File: config.mk
export PLATFORM = sky130hd
export DESIGN_NAME = div_sequencer_flat
export DESIGN_NICKNAME = d
export VERILOG_FILES = /design/src/rtl/div_if.sv /design/src/rtl/div_sequencer.sv /design/src/flat_wrapper.sv
export SDC_FILE = /design/constraint.sdc
export NUM_CORES = 1
export LEC_CHECK = 0
export ABC_AREA = 1
export CELL_PAD_IN_SITES_DETAIL_PLACEMENT = 1
export CELL_PAD_IN_SITES_GLOBAL_PLACEMENT = 1
export CORE_MARGIN = 2
export CORE_UTILIZATION = 43
export CTS_BUF_LIST = sky130_fd_sc_hd__clkbuf_4
export CTS_CLUSTER_DIAMETER = 150
export DETAILED_ROUTE_END_ITERATION = 7
export PLACE_DENSITY_LB_ADDON = 0.1
export SLEW_MARGIN = 20
export SYNTH_ARGS = -nofsm -noshare
export SYNTH_HDL_FRONTEND = slang
export SYNTH_SLANG_ARGS = --single-unit
File: constraint.sdc
create_clock -name clk -period 3.1 [get_ports clk]
set_clock_uncertainty 0.2 [all_clocks]
set_input_delay 0.465 -clock clk [delete_from_list [all_inputs] [get_ports clk]]
set_output_delay 0.465 -clock clk [all_outputs]
set_load 0.02 [all_outputs]
File: src/rtl/div_if.sv
// Request/response bundle between the execute stage and the multi-cycle divider.
// start is sampled only while busy=0; done is a one-cycle pulse with busy=0 that qualifies result/div_by_zero.
interface div_if #(
  parameter int WIDTH = 16
) ();
  logic             start;
  logic [1:0]       op;
  logic [WIDTH-1:0] a;
  logic [WIDTH-1:0] b;
  logic             flush;
  logic             busy;
  logic             done;
  logic [WIDTH-1:0] result;
  logic             div_by_zero;

  modport master (
    output start, op, a, b, flush,
    input  busy, done, result, div_by_zero
  );

  modport slave (
    input  start, op, a, b, flush,
    output busy, done, result, div_by_zero
  );
endinterface

File: src/rtl/div_sequencer.sv
// Restoring shift-subtract divider, one quotient bit per clock.
// Signed ops run on magnitudes; signs are reapplied in the FIX state.
module div_sequencer #(
  parameter int WIDTH = 16
) (
  input  logic       clk,
  input  logic       rst_n,
  div_if.slave       bus,
  output logic [1:0] dbg_state
);

  localparam int CW = $clog2(WIDTH + 1);
  localparam int RW = WIDTH + 1;

  typedef enum logic [1:0] {
    IDLE = 2'd0,
    ITER = 2'd1,
    FIX  = 2'd2
  } state_t;

  state_t           state, state_n;
  logic             accept;
  logic             last_iter;

  logic             is_rem_q;
  logic             sign_a_q;
  logic             sign_b_q;
  logic             zero_q;
  logic [WIDTH-1:0] dvd_q;
  logic [WIDTH-1:0] dvs_q;
  logic [RW-1:0]    rem_q;
  logic [CW-1:0]    cnt_q;

  logic             done_q;
  logic [WIDTH-1:0] result_q;
  logic             dbz_q;

  logic             signed_op;
  logic [WIDTH-1:0] a_mag;
  logic [WIDTH-1:0] b_mag;
  logic [RW:0]      rem_sh;
  logic             ge;
  logic [WIDTH-1:0] fix_result;

  assign last_iter = (cnt_q == CW'(WIDTH - 1));

  always_ff @(posedge clk or negedge rst_n) begin
    if (!rst_n) state <= IDLE;
    else        state <= state_n;
  end

  // Flush wins over start, and is the only way out of ITER before the last bit.
  always_comb begin
    state_n = state;
    accept  = 1'b0;
    case (state)
      IDLE: begin
        if (bus.start && !bus.flush) begin
          accept  = 1'b1;
          state_n = (bus.b == '0) ? FIX : ITER;
        end
      end
      ITER: begin
        if (bus.flush)      state_n = IDLE;
        else if (last_iter) state_n = FIX;
      end
      FIX:     state_n = IDLE;
      default: state_n = IDLE;
    endcase
  end

  always_comb begin
    signed_op = ~bus.op[0];
    a_mag     = (signed_op && bus.a[WIDTH-1]) ? ('0 - bus.a) : bus.a;
    b_mag     = (signed_op && bus.b[WIDTH-1]) ? ('0 - bus.b) : bus.b;
    rem_sh    = {rem_q, dvd_q[WIDTH-1]};
    ge        = (rem_sh >= {2'b00, dvs_q});
  end

  // With a zero divisor the dividend magnitude is still in dvd_q, so
  // reapplying A's sign reproduces A exactly for the remainder ops.
  always_comb begin
    fix_result = '1;
    if (zero_q) begin
      if (is_rem_q) fix_result = sign_a_q ? ('0 - dvd_q) : dvd_q;
    end else if (is_rem_q) begin
      fix_result = sign_a_q ? ('0 - rem_q[WIDTH-1:0]) : rem_q[WIDTH-1:0];
    end else begin
      fix_result = (sign_a_q ^ sign_b_q) ? ('0 - dvd_q) : dvd_q;
    end
  end

  always_ff @(posedge clk or negedge rst_n) begin
    if (!rst_n) begin
      is_rem_q <= 1'b0;
      sign_a_q <= 1'b0;
      sign_b_q <= 1'b0;
      zero_q   <= 1'b0;
      dvd_q    <= '0;
      dvs_q    <= '0;
      rem_q    <= '0;
      cnt_q    <= '0;
    end else if (accept) begin
      is_rem_q <= bus.op[1];
      sign_a_q <= signed_op & bus.a[WIDTH-1];
      sign_b_q <= signed_op & bus.b[WIDTH-1];
      zero_q   <= (bus.b == '0);
      dvd_q    <= a_mag;
      dvs_q    <= b_mag;
      rem_q    <= '0;
      cnt_q    <= '0;
    end else if (state == ITER) begin
      dvd_q <= {dvd_q[WIDTH-2:0], ge};
      rem_q <= ge ? RW'(rem_sh - {2'b00, dvs_q}) : RW'(rem_sh);
      cnt_q <= cnt_q + 1'b1;
    end
  end

  always_ff @(posedge clk or negedge rst_n) begin
    if (!rst_n) begin
      done_q   <= 1'b0;
      result_q <= '0;
      dbz_q    <= 1'b0;
    end else begin
      done_q <= (state == FIX) && !bus.flush;
      if ((state == FIX) && !bus.flush) begin
        result_q <= fix_result;
        dbz_q    <= zero_q;
      end
    end
  end

  assign bus.busy        = (state != IDLE);
  assign bus.done        = done_q;
  assign bus.result      = result_q;
  assign bus.div_by_zero = dbz_q;
  assign dbg_state       = state;

endmodule

File: src/flat_wrapper.sv
// flat-port wrapper written by rule: the top's interface ports become plain ports
module div_sequencer_flat 
#(
  parameter int WIDTH = 16
)
  (clk, rst_n, dbg_state, bus_start, bus_op, bus_a, bus_b, bus_flush, bus_busy, bus_done, bus_result, bus_div_by_zero);
  div_if #(.WIDTH(WIDTH)) bus_i ();
  input  logic clk;
  input  logic rst_n;
  output logic [1:0] dbg_state;
  input wire logic [$bits(bus_i.start)-1:0] bus_start;
  input wire logic [$bits(bus_i.op)-1:0] bus_op;
  input wire logic [$bits(bus_i.a)-1:0] bus_a;
  input wire logic [$bits(bus_i.b)-1:0] bus_b;
  input wire logic [$bits(bus_i.flush)-1:0] bus_flush;
  output wire logic [$bits(bus_i.busy)-1:0] bus_busy;
  output wire logic [$bits(bus_i.done)-1:0] bus_done;
  output wire logic [$bits(bus_i.result)-1:0] bus_result;
  output wire logic [$bits(bus_i.div_by_zero)-1:0] bus_div_by_zero;
  assign bus_i.start = bus_start;
  assign bus_i.op = bus_op;
  assign bus_i.a = bus_a;
  assign bus_i.b = bus_b;
  assign bus_i.flush = bus_flush;
  assign bus_busy = bus_i.busy;
  assign bus_done = bus_i.done;
  assign bus_result = bus_i.result;
  assign bus_div_by_zero = bus_i.div_by_zero;
  div_sequencer #(.WIDTH(WIDTH)) u_core (.clk(clk), .rst_n(rst_n), .bus(bus_i), .dbg_state(dbg_state));
endmodule
==> tab_implementation.tex <==
\begin{tabular}{lr}
\hline
Metric & Value \\
\hline
\multicolumn{2}{l}{\textbf{Routing}} \\
Total number of vias & 6968 \\
Sum of routed wire length over all layers & 20600 µm \\
DR iter-0 viols & 338 \\
Wire per inst & 15.6 µm \\
Average vias per placed instance & 5.29 \\
Remaining antenna violation count after routing & 0 \\
First-pass iteration count of the detailed router & 4 \\
\# DRC & 0 \\
\multicolumn{2}{l}{\textbf{Placement}} \\
Cell Count Post-Placement & 1299 \\
Setup slack at placement & 0.449 ns \\
HPWL after DPL & 16300 µm \\
Final weighted congestion in routability-driven placement & 0.863 \\
Port bufs & 58 \\
\multicolumn{2}{l}{\textbf{STA}} \\
Least-Margin Pin Slew & 0.794 ns \\
Fraction of the cycle the final worst path needs & 86.1\% \\
Highest attainable clock frequency & 0.375 GHz \\
Final setup violation count & 0 \\
Max Slew Vio Count & 0 \\
Accumulated negative setup slack & 0 ns \\
Worst slew margin & 46.4\% \\
Worst Setup Slack, final & 0.430 ns \\
Final critical delay including setup and external delays & 2.67 ns \\
Hold Violations, Final & 0 \\
Setup repair after global routing missed its margin & false \\
\multicolumn{2}{l}{\textbf{GRT}} \\
Remaining Overflow, GRT & 0 \\
Combined global-route utilization of all metal layers & 26.3\% \\
Pin count of the biggest net entering global routing & 43 \\
Via count of the first global-routing pass & 6814 \\
Number of antenna violations at the first check in global routing & 1 \\
First-pass GRT wire length & 34600 µm \\
\multicolumn{2}{l}{\textbf{Synth}} \\
Synth Cell Area & 6660 µm² \\
Leading post-synthesis cells by instance count & 363 x nand2\_1, 142 x inv\_1, 128 x nand3\_1, 78 x dfrtp\_1 \\
Average cell area after synthesis & 6.22 µm² \\
Primary FF master, synth & dfrtp\_1 \\
Ranking of synthesized cells by area & dfrtp\_1 29\%, nand2\_1 20\%, nand3\_1 9.6\% \\
Most frequently used cell type in the post-synthesis netlist & nand2\_1 \\
Number of synthesized flops with an enable pin & 0 \\
Total of flip-flops plus latches after synthesis & 78 \\
Gate count of the mapped netlist & 1070 \\
Post-Synthesis Net Count & 1131 \\
Netlist cell types & 41 \\
Area fraction of the dominant cell type after synthesis & 29.3\% \\
Synth warn & 0 \\
Share of synthesized registers carrying an async set or reset & 100\% \\
Portion of the post-synthesis area used by sequential elements & 29.3\% \\
Cell type with the largest total area after synthesis & dfrtp\_1 \\
\multicolumn{2}{l}{\textbf{Critical path}} \\
Crit path from & u\_core.dvd\_q[15] \\
Critical path endpoint category & flop \\
R2r startpoint & u\_core.dvd\_q[15] \\
Startpoint kind of the worst setup timing path & flop \\
Capture point of the worst path & u\_core.rem\_q[14] \\
Data required time at the worst endpoint & 3.30 ns \\
Crit Path Class & flop to flop \\
WP data arrival & 2.87 ns \\
Worst-path fanout max & 18 \\
Reg-to-reg slack, setup & 0.43 ns \\
Capture point of the worst reg-to-reg path & u\_core.rem\_q[14] \\
Number of cells on the worst reg-to-reg path & 15 \\
\multicolumn{2}{l}{\textbf{CTS}} \\
Clock buffers created by TritonCTS & 9 \\
TritonCTS clock tree & built \\
Root buffer cell & clkbuf\_4 \\
Number of levels the H-tree was split into & 3 \\
Clock tree buffer depth & 2 \\
Clock net sink count & 78 \\
CTS clock-pin slew for the worst setup and hold paths & 0.13 ns \\
Clock latency reported for the late side of the worst-skew pair & 0.46 ns \\
\multicolumn{2}{l}{\textbf{Floorplan}} \\
Core Area & 15100 µm² \\
Effective utilization at floorplan & 44.0\% \\
Row count & 45 \\
Overall die width & 128 µm \\
Die outline area & 16500 µm² \\
Top-Level Pins & 59 \\
Vert. Die Dim & 128 µm \\
\multicolumn{2}{l}{\textbf{Final layout}} \\
Fraction of layout instances using a drive strength above 1 & 4.97\% \\
Growth of design area from synthesis to finish & 14.1\% \\
Non-filler instance count after layout & 1316 \\
Number of nets in the final layout & 1184 \\
Area taken by multi-input logic gates & 3980 µm² \\
Filler Cell Count & 2100 \\
Area occupied by registers & 1950 µm² \\
\multicolumn{2}{l}{\textbf{Power and ir drop}} \\
Logic gate share of total power & 62.7\% \\
Static power due to leakage & 3.93 nW \\
Fraction of power consumed by sequential logic & 26.9\% \\
Internal power component & 0.00325 W \\
Sw frac & 52.1\% \\
Part of the power in the clock network & 10.4\% \\
Maximum vdd ir drop & 0.253 mV \\
Power spent charging and discharging nets & 0.00353 W \\
P per Cell Area & 893 nW/µm² \\
\multicolumn{2}{l}{\textbf{Run}} \\
Reported max-cap violation count & 0 \\
\multicolumn{2}{l}{\textbf{Worst hold path}} \\
Class of the tightest hold or removal check & flop to flop \\
\multicolumn{2}{l}{\textbf{Run status}} \\
Status & finished, final reports clean \\
\hline
\end{tabular}
[final cells by class]
cell class | instances | share of cell area [%]
Multi-Input combinational cell | 813 | 52.4
Clock buffer | 9 | 0.889
Tap cell | 188 | 3.10
Inverter | 145 | 7.16
Antenna cell | 1 | 0.0329
Sequential cell | 78 | 25.7
Timing Repair Buffer | 76 | 9.58
Clock inverter | 6 | 1.14
[cells by family after synthesis]
group | after synthesis | share of synthesized area (%)
adders and majority gates | 23 | 4.43
buffers and inverters | 179 | 10.9
xor gates and xnor gates | 30 | 4.23
and+or+nand+nor | 605 | 38.8
AOI/OAI and AO/OA | 155 | 12.4
DFF | 78 | 29.3
[routing by layer]
metal	vias to the layer above	GRT usage (%)	wire (µm)	share of wire, %
met2	127	40.5	8930	43
met5	-	0	0	0
li1	3521	-	-	-
met1	3301	39.5	10600	52
met3	19	2.62	686	3.3
met4	0	6.79	301	1.5
[state kept, by name, indices dropped and copies added (netlist names), 2 cells and up]
signal,cells
u_core.rem_q,17
u_core.bus.result,16
u_core.dvd_q,16
u_core.dvs_q,16
u_core.cnt_q,5
u_core.dbg_state,2
[power groups by stage]
stage	registers [W]	logic [W]	clock network, W
after floorplan	0.00182	0.00300	0
after global placement	0.00182	0.00412	0
after detailed placement	0.00184	0.00423	0
after CTS	0.00182	0.00426	0.000721
after global routing	0.00188	0.00482	0.000766
final	0.00182	0.00425	0.000707
[worst max-delay path, cell delays in order, from the launching register on]
cell and delay [ns]:
dfrtp_1 0.44, inv_1 0.15, ha_1 0.17, inv_1 0.08
fa_1 0.43, nand2_2 0.10, nand3_2 0.05, nand3_1 0.06
nand2_1 0.12, nand2_1 0.12, nand2_2 0.08, nand2_4 0.20
nand2_8 0.15, nand2_1 0.12, nand3_1 0.07, nand2_1 0.07
[cells in the final DEF (no fill, tap or decap), types with 10 or more instances in the layout]
cell	count
a21oi_1	50
buf_4	17
clkdlybuf4s50_1	57
dfrtp_1	78
ha_1	22
inv_1	142
nand2_1	363
nand3_1	128
nand4_1	10
nor2_1	71
o21ai_0	71
o21ai_1	13
xnor2_1	10
xor2_1	19
[what timing repair did]
| action | CTS | global route |
|---|---|---|
| gates resized for setup | 0 | 0 |
| setup endpoints to repair | 0 | 0 |
| endpoints found under the hold margin | 36 | 0 |
| hold buffers | 1 | 0 |
| buffers inserted | 0 | 0 |
[how the worst min path moves through the flow]
| stage | to | start | cells past startpoint | slack, ns |
|---|---|---|---|---|
| 2_1_floorplan | u_core.bus.div_by_zero | rst_n | 0 | -0.03 |
| 3_3_place_gp | u_core.bus.result[9] | u_core.bus.result[9] | 2 | 0.26 |
| 3_5_place_dp | u_core.bus.result[14] | u_core.bus.result[14] | 2 | 0.27 |
| 4_1_cts | u_core.bus.result[14] | u_core.bus.result[14] | 2 | 0.30 |
| 5_1_grt | u_core.bus.result[14] | u_core.bus.result[14] | 2 | 0.32 |
| 6_report | u_core.bus.result[0] | u_core.bus.result[0] | 2 | 0.30 |
[per-stage QoR]
step	hold WS [ns]	util (%)	total power [W]	instance area [µm²]
after global routing	0.324	50.2	0.00746	7600
final	0.298	50.2	0.00679	7600
after floorplan	-0.0306	-	0.00482	6660
after detailed placement	0.266	49.1	0.00607	7430
after CTS	0.298	50.2	0.00680	7600
after global placement	0.262	49.1	0.00595	7430
Note: power is estimated with default switching activity, not from simulation.
